[src/rtl/mem_wb_stage_buf.sv]
`default_nettype none
// ============================================================================
// Module   : mem_wb_stage_buf
// Purpose  : Elastic two-entry MEM->WB pipeline stage. It replaces a plain
//            always-advancing MEM/WB register with a main register (which
//            drives every output) and a skid register. That way a stall from
//            write-back never reaches in_ready combinationally. Also produces
//            the final write-back data, the register-file write enable and a
//            bypass hint for forwarding.
// Revision : 1.0 - initial release
// ----------------------------------------------------------------------------
// Parameters
//   DATA_W        width of alu_result / mem_data / wb_data
//   RD_W          width of the destination register index
//   RD0_READONLY  1 = never write register index 0
// Ports
//   clk, reset           rising-edge clock, async active-high reset
//   flush                synchronous kill of all buffered entries
//   in_valid/in_ready    upstream handshake (in_ready is a flop output)
//   in_alu_result, in_mem_data, in_rd, in_reg_write, in_mem_to_reg
//                        MEM-stage payload
//   out_valid/out_ready  downstream handshake (head entry)
//   wb_rd, wb_data, wb_we
//                        write-back view of the head entry
//   byp_valid            head will write a register (ignores out_ready)
//   occupancy            number of buffered entries, 0..2
// ============================================================================
module mem_wb_stage_buf #(
    parameter int unsigned DATA_W       = 8,
    parameter int unsigned RD_W         = 2,
    parameter int unsigned RD0_READONLY = 0
) (
    input  logic              clk,
    input  logic              reset,
    input  logic              flush,
    input  logic              in_valid,
    output logic              in_ready,
    input  logic [DATA_W-1:0] in_alu_result,
    input  logic [DATA_W-1:0] in_mem_data,
    input  logic [RD_W-1:0]   in_rd,
    input  logic              in_reg_write,
    input  logic              in_mem_to_reg,
    output logic              out_valid,
    input  logic              out_ready,
    output logic [RD_W-1:0]   wb_rd,
    output logic [DATA_W-1:0] wb_data,
    output logic              wb_we,
    output logic              byp_valid,
    output logic [1:0]        occupancy
);

    localparam logic c_RD0_RO = (RD0_READONLY != 0);

    typedef struct packed {
        logic [DATA_W-1:0] alu_result;
        logic [DATA_W-1:0] mem_data;
        logic [RD_W-1:0]   rd;
        logic              reg_write;
        logic              mem_to_reg;
    } entry_t;

    // State encoding is {main_valid, skid_valid}, so the valid bits are
    // read directly from the state register. 2'b01 is never entered.
    typedef enum logic [1:0] {
        ST_EMPTY = 2'b00,
        ST_ONE   = 2'b10,
        ST_FULL  = 2'b11
    } state_t;

    state_t r_state;
    state_t w_state_next;

    entry_t r_main;
    entry_t r_skid;
    entry_t w_in_entry;

    logic w_main_valid;
    logic w_skid_valid;
    logic w_acc;
    logic w_deq;
    logic w_load_main_in;
    logic w_load_main_skid;
    logic w_load_skid_in;
    logic w_rd_blocked;
    logic w_writes_reg;

    assign w_main_valid = r_state[1];
    assign w_skid_valid = r_state[0];

    assign w_in_entry.alu_result = in_alu_result;
    assign w_in_entry.mem_data   = in_mem_data;
    assign w_in_entry.rd         = in_rd;
    assign w_in_entry.reg_write  = in_reg_write;
    assign w_in_entry.mem_to_reg = in_mem_to_reg;

    // in_ready comes straight from a flop, so downstream stalls cannot
    // form a combinational path back to the MEM stage.
    assign in_ready  = ~w_skid_valid;
    assign out_valid = w_main_valid;

    assign w_acc = in_valid & in_ready;
    assign w_deq = out_valid & out_ready;

    // ------------------------------------------------------------------
    // State register
    // ------------------------------------------------------------------
    always_ff @(posedge clk or posedge reset) begin
        if (reset) begin
            r_state <= ST_EMPTY;
        end else begin
            r_state <= w_state_next;
        end
    end

    // ------------------------------------------------------------------
    // Next-state and load controls
    // ------------------------------------------------------------------
    always_comb begin
        w_state_next     = r_state;
        w_load_main_in   = 1'b0;
        w_load_main_skid = 1'b0;
        w_load_skid_in   = 1'b0;

        if (flush) begin
            // Kill everything. Any offer in this cycle is dropped, even
            // when in_ready is high.
            w_state_next = ST_EMPTY;
        end else begin
            case (r_state)
                ST_EMPTY: begin
                    if (w_acc) begin
                        w_load_main_in = 1'b1;
                        w_state_next   = ST_ONE;
                    end
                end
                ST_ONE: begin
                    if (w_acc && w_deq) begin
                        w_load_main_in = 1'b1;
                    end else if (w_acc) begin
                        w_load_skid_in = 1'b1;
                        w_state_next   = ST_FULL;
                    end else if (w_deq) begin
                        w_state_next   = ST_EMPTY;
                    end
                end
                ST_FULL: begin
                    // in_ready is low here, so only a dequeue can happen.
                    // The skid entry moves up, which keeps FIFO order.
                    if (w_deq) begin
                        w_load_main_skid = 1'b1;
                        w_state_next     = ST_ONE;
                    end
                end
                default: begin
                    w_state_next = ST_EMPTY;
                end
            endcase
        end
    end

    // ------------------------------------------------------------------
    // Payload registers: load only when a valid entry is written into them
    // ------------------------------------------------------------------
    always_ff @(posedge clk or posedge reset) begin
        if (reset) begin
            r_main <= '0;
        end else if (w_load_main_in) begin
            r_main <= w_in_entry;
        end else if (w_load_main_skid) begin
            r_main <= r_skid;
        end
    end

    always_ff @(posedge clk or posedge reset) begin
        if (reset) begin
            r_skid <= '0;
        end else if (w_load_skid_in) begin
            r_skid <= w_in_entry;
        end
    end

    // ------------------------------------------------------------------
    // Write-back view (main register only)
    // ------------------------------------------------------------------
    assign w_rd_blocked = c_RD0_RO && (r_main.rd == '0);
    assign w_writes_reg = w_main_valid & r_main.reg_write & ~w_rd_blocked;

    assign wb_rd     = r_main.rd;
    assign wb_data   = r_main.mem_to_reg ? r_main.mem_data : r_main.alu_result;
    assign wb_we     = w_writes_reg & out_ready;
    assign byp_valid = w_writes_reg;
    assign occupancy = {1'b0, w_main_valid} + {1'b0, w_skid_valid};

`ifndef SYNTHESIS
    // The skid register may only hold an entry while main also holds one.
    a_skid_implies_main : assert property (
        @(posedge clk) disable iff (reset) (w_skid_valid |-> w_main_valid)
    );
`endif

endmodule
`default_nettype wire

[config.mk]
export PLATFORM = sky130hd
export DESIGN_NAME = mem_wb_stage_buf
export DESIGN_NICKNAME = d
export VERILOG_FILES = /design/src/rtl/mem_wb_stage_buf.sv
export SDC_FILE = /design/constraint.sdc
export NUM_CORES = 1
export LEC_CHECK = 0
export CORE_ASPECT_RATIO = 1.1
export CORE_MARGIN = 2
export CORE_UTILIZATION = 47
export CTS_CLUSTER_DIAMETER = 120
export DETAILED_ROUTE_END_ITERATION = 8
export PLACE_DENSITY = 0.76
export SYNTH_ARGS = -nofsm -noshare
export SYNTH_HDL_FRONTEND = slang
export SYNTH_SLANG_ARGS = --single-unit
[constraint.sdc]
create_clock -name clk -period 1.6 [get_ports clk]
set_input_delay 0.24 -clock clk [delete_from_list [all_inputs] [get_ports clk]]
set_output_delay 0.24 -clock clk [all_outputs]
set_load 0.02 [all_outputs]
# Yosys cells after proc, flatten, opt, wreduce, memory -nomap -nowiden
# Cells that the tools add are included.
word_totals:
  inputBits: 25
  reg_bits: 42
classes:
  n_eq_ne: 6
  n_bitwise: 5
  mux: 20
  n_reduce_logical: 4
  addsub: 1
op_table:
  columns: ["operator", "count"]
  rows:
  - ["20-bit 2-to-1 mux", 2]
  - ["2-bit 2-to-1 mux", 6]
  - ["1-bit 2-to-1 mux", 9]
  - ["3-bit != test (second input constant)", 3]
  - ["8-bit 2-to-1 mux", 1]
  - ["2-bit case mux with 3 select lines", 1]
  - ["1-bit bitwise AND", 4]
  - ["2-bit equality test (second input constant)", 2]
  - ["4-bit != test (second input constant)", 1]
  - ["4-bit AND reduction", 1]
  - ["1-bit by 1-bit adder with 2-bit output", 1]
  - ["2-bit zero test", 1]
  - ["1-bit case mux with 2 select lines", 1]
  - ["2-bit nonzero test", 1]
  - ["1-bit logical AND", 1]
  - ["1-bit NOT", 1]

# Depth between registers and ports, before layout
logic_depth:
  depth_word: 7
  depth_mapped: 7

# Worst setup path after synthesis
# Ideal clock, no wire load.
synth_timing:
  path_kind: "register to register"
  startpoint: "register r_state[1]"
  endpoint: "register r_main[0] in the netlist's numbering"
  t_required_ns: 1.478
  arrival_time_ns: 1.706
  period_less_slack_ns: 1.828
  slack_ns: -0.228
  path_stages_with_launch: 7
  path_cell_list: "dfrtp_1 -> ha_1 -> and2b_1 -> nand3_1 -> clkbuf_4 -> mux2i_1 -> a21oi_2"
synth_between:
  elab_chain_cells: 6
  elab_cells_between_ends: 13
  cone_classes: "2 x eq/ne; 7 x mux; 1 x bitwise; 3 x reduce/logical"
synth_rtl:
  columns: ["item", "line_no", "source"]
  rows:
  - ["start, declared", "70", "state_t r_state;"]
  - ["start signal, assigned", "111", "r_state <= w_state_next;"]
  - ["1-bit bitwise AND", "102", "assign w_deq = out_valid & out_ready;"]
  - ["1-bit logical AND", "137", "if (w_acc && w_deq) begin"]
  - ["1-bit 2-to-1 mux", "137", null]
  - ["1-bit case mux with 2 select lines", "129", "case (r_state)"]
  - ["1-bit 2-to-1 mux", "124", "if (flush) begin"]
  - ["20-bit 2-to-1 mux / 2-bit nonzero test (equally long branches)", null, null]
  - ["end signal, assigned", "168", "r_main <= w_in_entry;"]
  - ["end signal, assigned", "170", "r_main <= r_skid;"]
  - ["end, declared", "73", "entry_t r_main;"]
# Several ways; a longest one is shown, not always the timed one.
# A chain may end at the register's enable or synchronous reset.

# Final worst setup path
layout_timing:
  startpoint: "register r_state[0]"
  endpoint: "register r_main[0] in the netlist's numbering"
layout_between:
  elab_chain_cells: 7
  elab_cells_between_ends: 14
  cone_classes: "2 x eq/ne; 7 x mux; 2 x bitwise; 3 x reduce/logical"
layout_rtl:
  columns: ["item", "line_no", "source"]
  rows:
  - ["1-bit NOT", "98", "assign in_ready = ~w_skid_valid;"]
  - ["1-bit bitwise AND", "101", "assign w_acc = in_valid & in_ready;"]
  - ["1-bit logical AND", "137", null]
  - ["1-bit 2-to-1 mux", "137", null]
  - ["1-bit case mux with 2 select lines", "129", null]
  - ["1-bit 2-to-1 mux", "124", null]
  - ["20-bit 2-to-1 mux / 2-bit nonzero test (equally long branches)", null, null]
# Several ways; a longest one is shown, not always the timed one.

==> flow_summary_export.csv <==
group,metric,value,unit
setup_path,r2r_cells,8,
power,power.share.sequential,34.8,%
clock_tree,clk_latency,0.29,ns
run,maxCapViolations,0,
yosys,netlist_area,2160,sq um
clock_tree,postCtsHoldBufs,0,
cells_and_area,syn_to_final_growth,44.6,%
status,violations,"setup timing",
cells_and_area,final_common_cell,"dfrtp_1",
route,drc,0,
floorplan,die_h,75.1,um
power,peakVddDrop,985,uV
timing,fin_crit,1.73,ns
yosys,ys.warnings.count,0,
yosys,syn_nets,194,
global_route,grt_max_degree,43,
floorplan,initial_utilization,49.7,%
route,vias_per_cell,5.41,
global_route,grt_pass1_vias,1599,
placement,dp_hpwl,3110,um
route,drtPass1Iterations,6,
global_route,grt.overflow.total,0,
route,drt_iter0_markers,86,
cells_and_area,num_antenna_cells,0,
yosys,avgSynthCellArea,13.1,sq um
route,wirelength,5420,um
floorplan,coreArea,4350,sq um
setup_path,end_kind,"flip-flop",
yosys,yosysUniqueCellTypes,25,
yosys,synth_cells,165,
route,wl_per_cell,19.2,um
setup_path,critPathMaxFanout,6,
floorplan,rows,25,
route,vias,1531,
clock_tree,path_clk_slew,0.08,ns
yosys,synth-seq-cells,42,
floorplan,pin_count,41,
global_route,grt_usage,20.2,%
cells_and_area,fillers,293,
setup_path,crit_type,"reg -> reg",
power,finalPower,5.52,mW
timing,whs,0.298,ns
timing,clock_skew,0.00681,ns
power,power_per_cell_area,1770,nW/um^2
cells_and_area,multi_input_area,1200,sq um
global_route,antenna_found_initial,0,
global_route,grt_pass1_wl,7500,um
yosys,yosysSeqAreaShare,48.6,%
status,outcome,"complete, but fails checks",
setup_path,cp-start-kind,"flip-flop",
timing,worst_slack,-0.125,ns
clock_tree,clock_sinks,42,
timing,max_slew_margin,80.7,%
min_path,holdCritPathClass,"in -> async",
power,p_switching,1.94,mW
route,drtAntennaViolNets,0,
timing,hold_viol_final,0,
power,leakagePower,1.43,nW
cells_and_area,drive_gt1_share,56.8,%
timing,rsz0062_at_grt,"yes",
cells_and_area,seqCellArea,1050,sq um
cells_and_area,fin_nets,257,
timing,finalSetupViolations,42,
power,pwr-share-comb,46.7,%
floorplan,dieArea,5160,sq um
timing,tightest_slew,0.288,ns
clock_tree,htree_num_levels,2,
clock_tree,cts_tree,"built",
setup_path,required,1.77,ns
timing,slew_violations,0,
clock_tree,clockBufferDepth,2,
clock_tree,root_buffer,"clkbuf_8",
power,clkPwrFrac,18.5,%
placement,place.gp.congestion,0.697,
timing,timing.final.crit_share,108,%
floorplan,dieWidth,68.7,um
clock_tree,cts-buffers-inserted,5,
placement,io_buffer_count,40,
power,switching_share,35.1,%
power,internal_power,3.59,mW
timing,max_freq,0.580,GHz
cells_and_area,layout_common_cells,"dfrtp_1, clkdlybuf4s50_1, mux2_2",
setup_path,arrival,1.90,ns
path summary, 6_finish.rpt:
path / endpoint / startpoint / slack, ns
worst max-delay path: r_main[0]$_DFFE_PP0P_ / r_state[0]$_DFFE_PP0P_ / -0.13
worst max register to register: r_main[0]$_DFFE_PP0P_ / r_state[0]$_DFFE_PP0P_ / -0.13
worst min-delay path: r_main[11]$_DFFE_PP0P_ / reset / 0.30
min in group clk: r_skid[9]$_DFFE_PP0P_ / r_skid[9]$_DFFE_PP0P_ / 0.51
max in group asynchronous: r_state[0]$_DFFE_PP0P_ / reset / 1.08
worst min register to register: r_skid[9]$_DFFE_PP0P_ / r_skid[9]$_DFFE_PP0P_ / 0.51
cells by family (layout without fill, tap and decap cells):
logic type | after synthesis | after routing | share of synthesized area [%]
adders and majority gates | 4 | 4 | 2.31
AOI/OAI and AO/OA | 24 | 24 | 10.6
muxes | 51 | 51 | 25.8
DFF | 42 | 42 | 48.6
and+or+nand+nor | 30 | 33 | 7.35
buffers and inverters | 14 | 75 | 5.32
cell usage after synthesis:
cell type | instances | area [sq um]
and4bb_4 | 1 | 16.3
o31ai_2 | 1 | 12.5
a32oi_4 | 1 | 27.5
nand2_4 | 2 | 22.5
inv_1 | 3 | 11.3
clkbuf_8 | 2 | 27.5
clkbuf_4 | 1 | 7.51
nand3_1 | 1 | 5.00
buf_4 | 4 | 30.0
dfrtp_1 | 42 | 1050
and2_1 | 1 | 6.26
mux2i_1 | 22 | 220
a21oi_2 | 20 | 175
nor2_1 | 20 | 75.1
buf_6 | 3 | 33.8
and3_1 | 1 | 6.26
a211o_1 | 1 | 8.76
and2b_2 | 1 | 8.76
and2b_1 | 2 | 15.0
nand2_1 | 1 | 3.75
mux2_4 | 3 | 45.0
buf_2 | 1 | 5.00
a21oi_1 | 1 | 5.00
mux2_2 | 26 | 293
ha_1 | 4 | 50.1
cell type report:
class	instances	area share, %
timing repair buffer	64	20.7
inverter	3	0.440
tap	54	2.16
clock buffer	6	2.64
sequential	42	33.7
clock inverter	2	1.92
multi-input combinational	112	38.5
metal layers:
metal / share of wire, % / track usage (%)
met5: 0 / 0
met4: 1.6 / 6.00
met3: 4.1 / 4.93
met2: 53 / 37.7
met1: 41 / 22.2
power by group through the flow:
stage          logic (mW)  clock network, mW  registers (mW)
4_1_cts              2.32               1.04            1.89
3_3_place_gp         2.31                  0            1.87
6_report             2.58               1.02            1.92
5_1_grt              2.74               1.11            1.98
2_1_floorplan        1.60                  0            1.83
3_5_place_dp         2.40                  0            1.90
registers in the layout, summed over array words and instances, names as in the netlist:
name and count:
wb_rd 2, r_skid 20, r_state 2, r_main 18
through the flow:
stage | area, sq um | setup TNS, ns | instances | worst slack [ns] | utilization, %
6_report | 3130 | -2.79 | 283 | -0.125 | 71.9
3_5_place_dp | 2710 | -8.19 | 262 | -0.205 | 62.3
2_1_floorplan | 2210 | -1.16 | 165 | -0.0551 | -
5_1_grt | 3130 | -4.06 | 283 | -0.194 | 71.9
4_1_cts | 2880 | -2.50 | 275 | -0.0898 | 66.2
3_3_place_gp | 2710 | -6.56 | 262 | -0.178 | 62.3
critical path: stages (launching register included):
cell and delay, ns:
dfrtp_2 0.48, inv_4 0.10, ha_4 0.13, and4bb_4 0.29, a32oi_4 0.13, buf_6 0.16
buf_6 0.14, nor2_1 0.13, a21oi_2 0.05
what timing repair did:
action	in CTS	in global routing
pin swaps	1	5
cloned	2	5
resized for setup	52	43
buffers inserted	3	6
endpoints found under the setup margin	56	53
No activity file was read; power rests on OpenSTA's default activity.
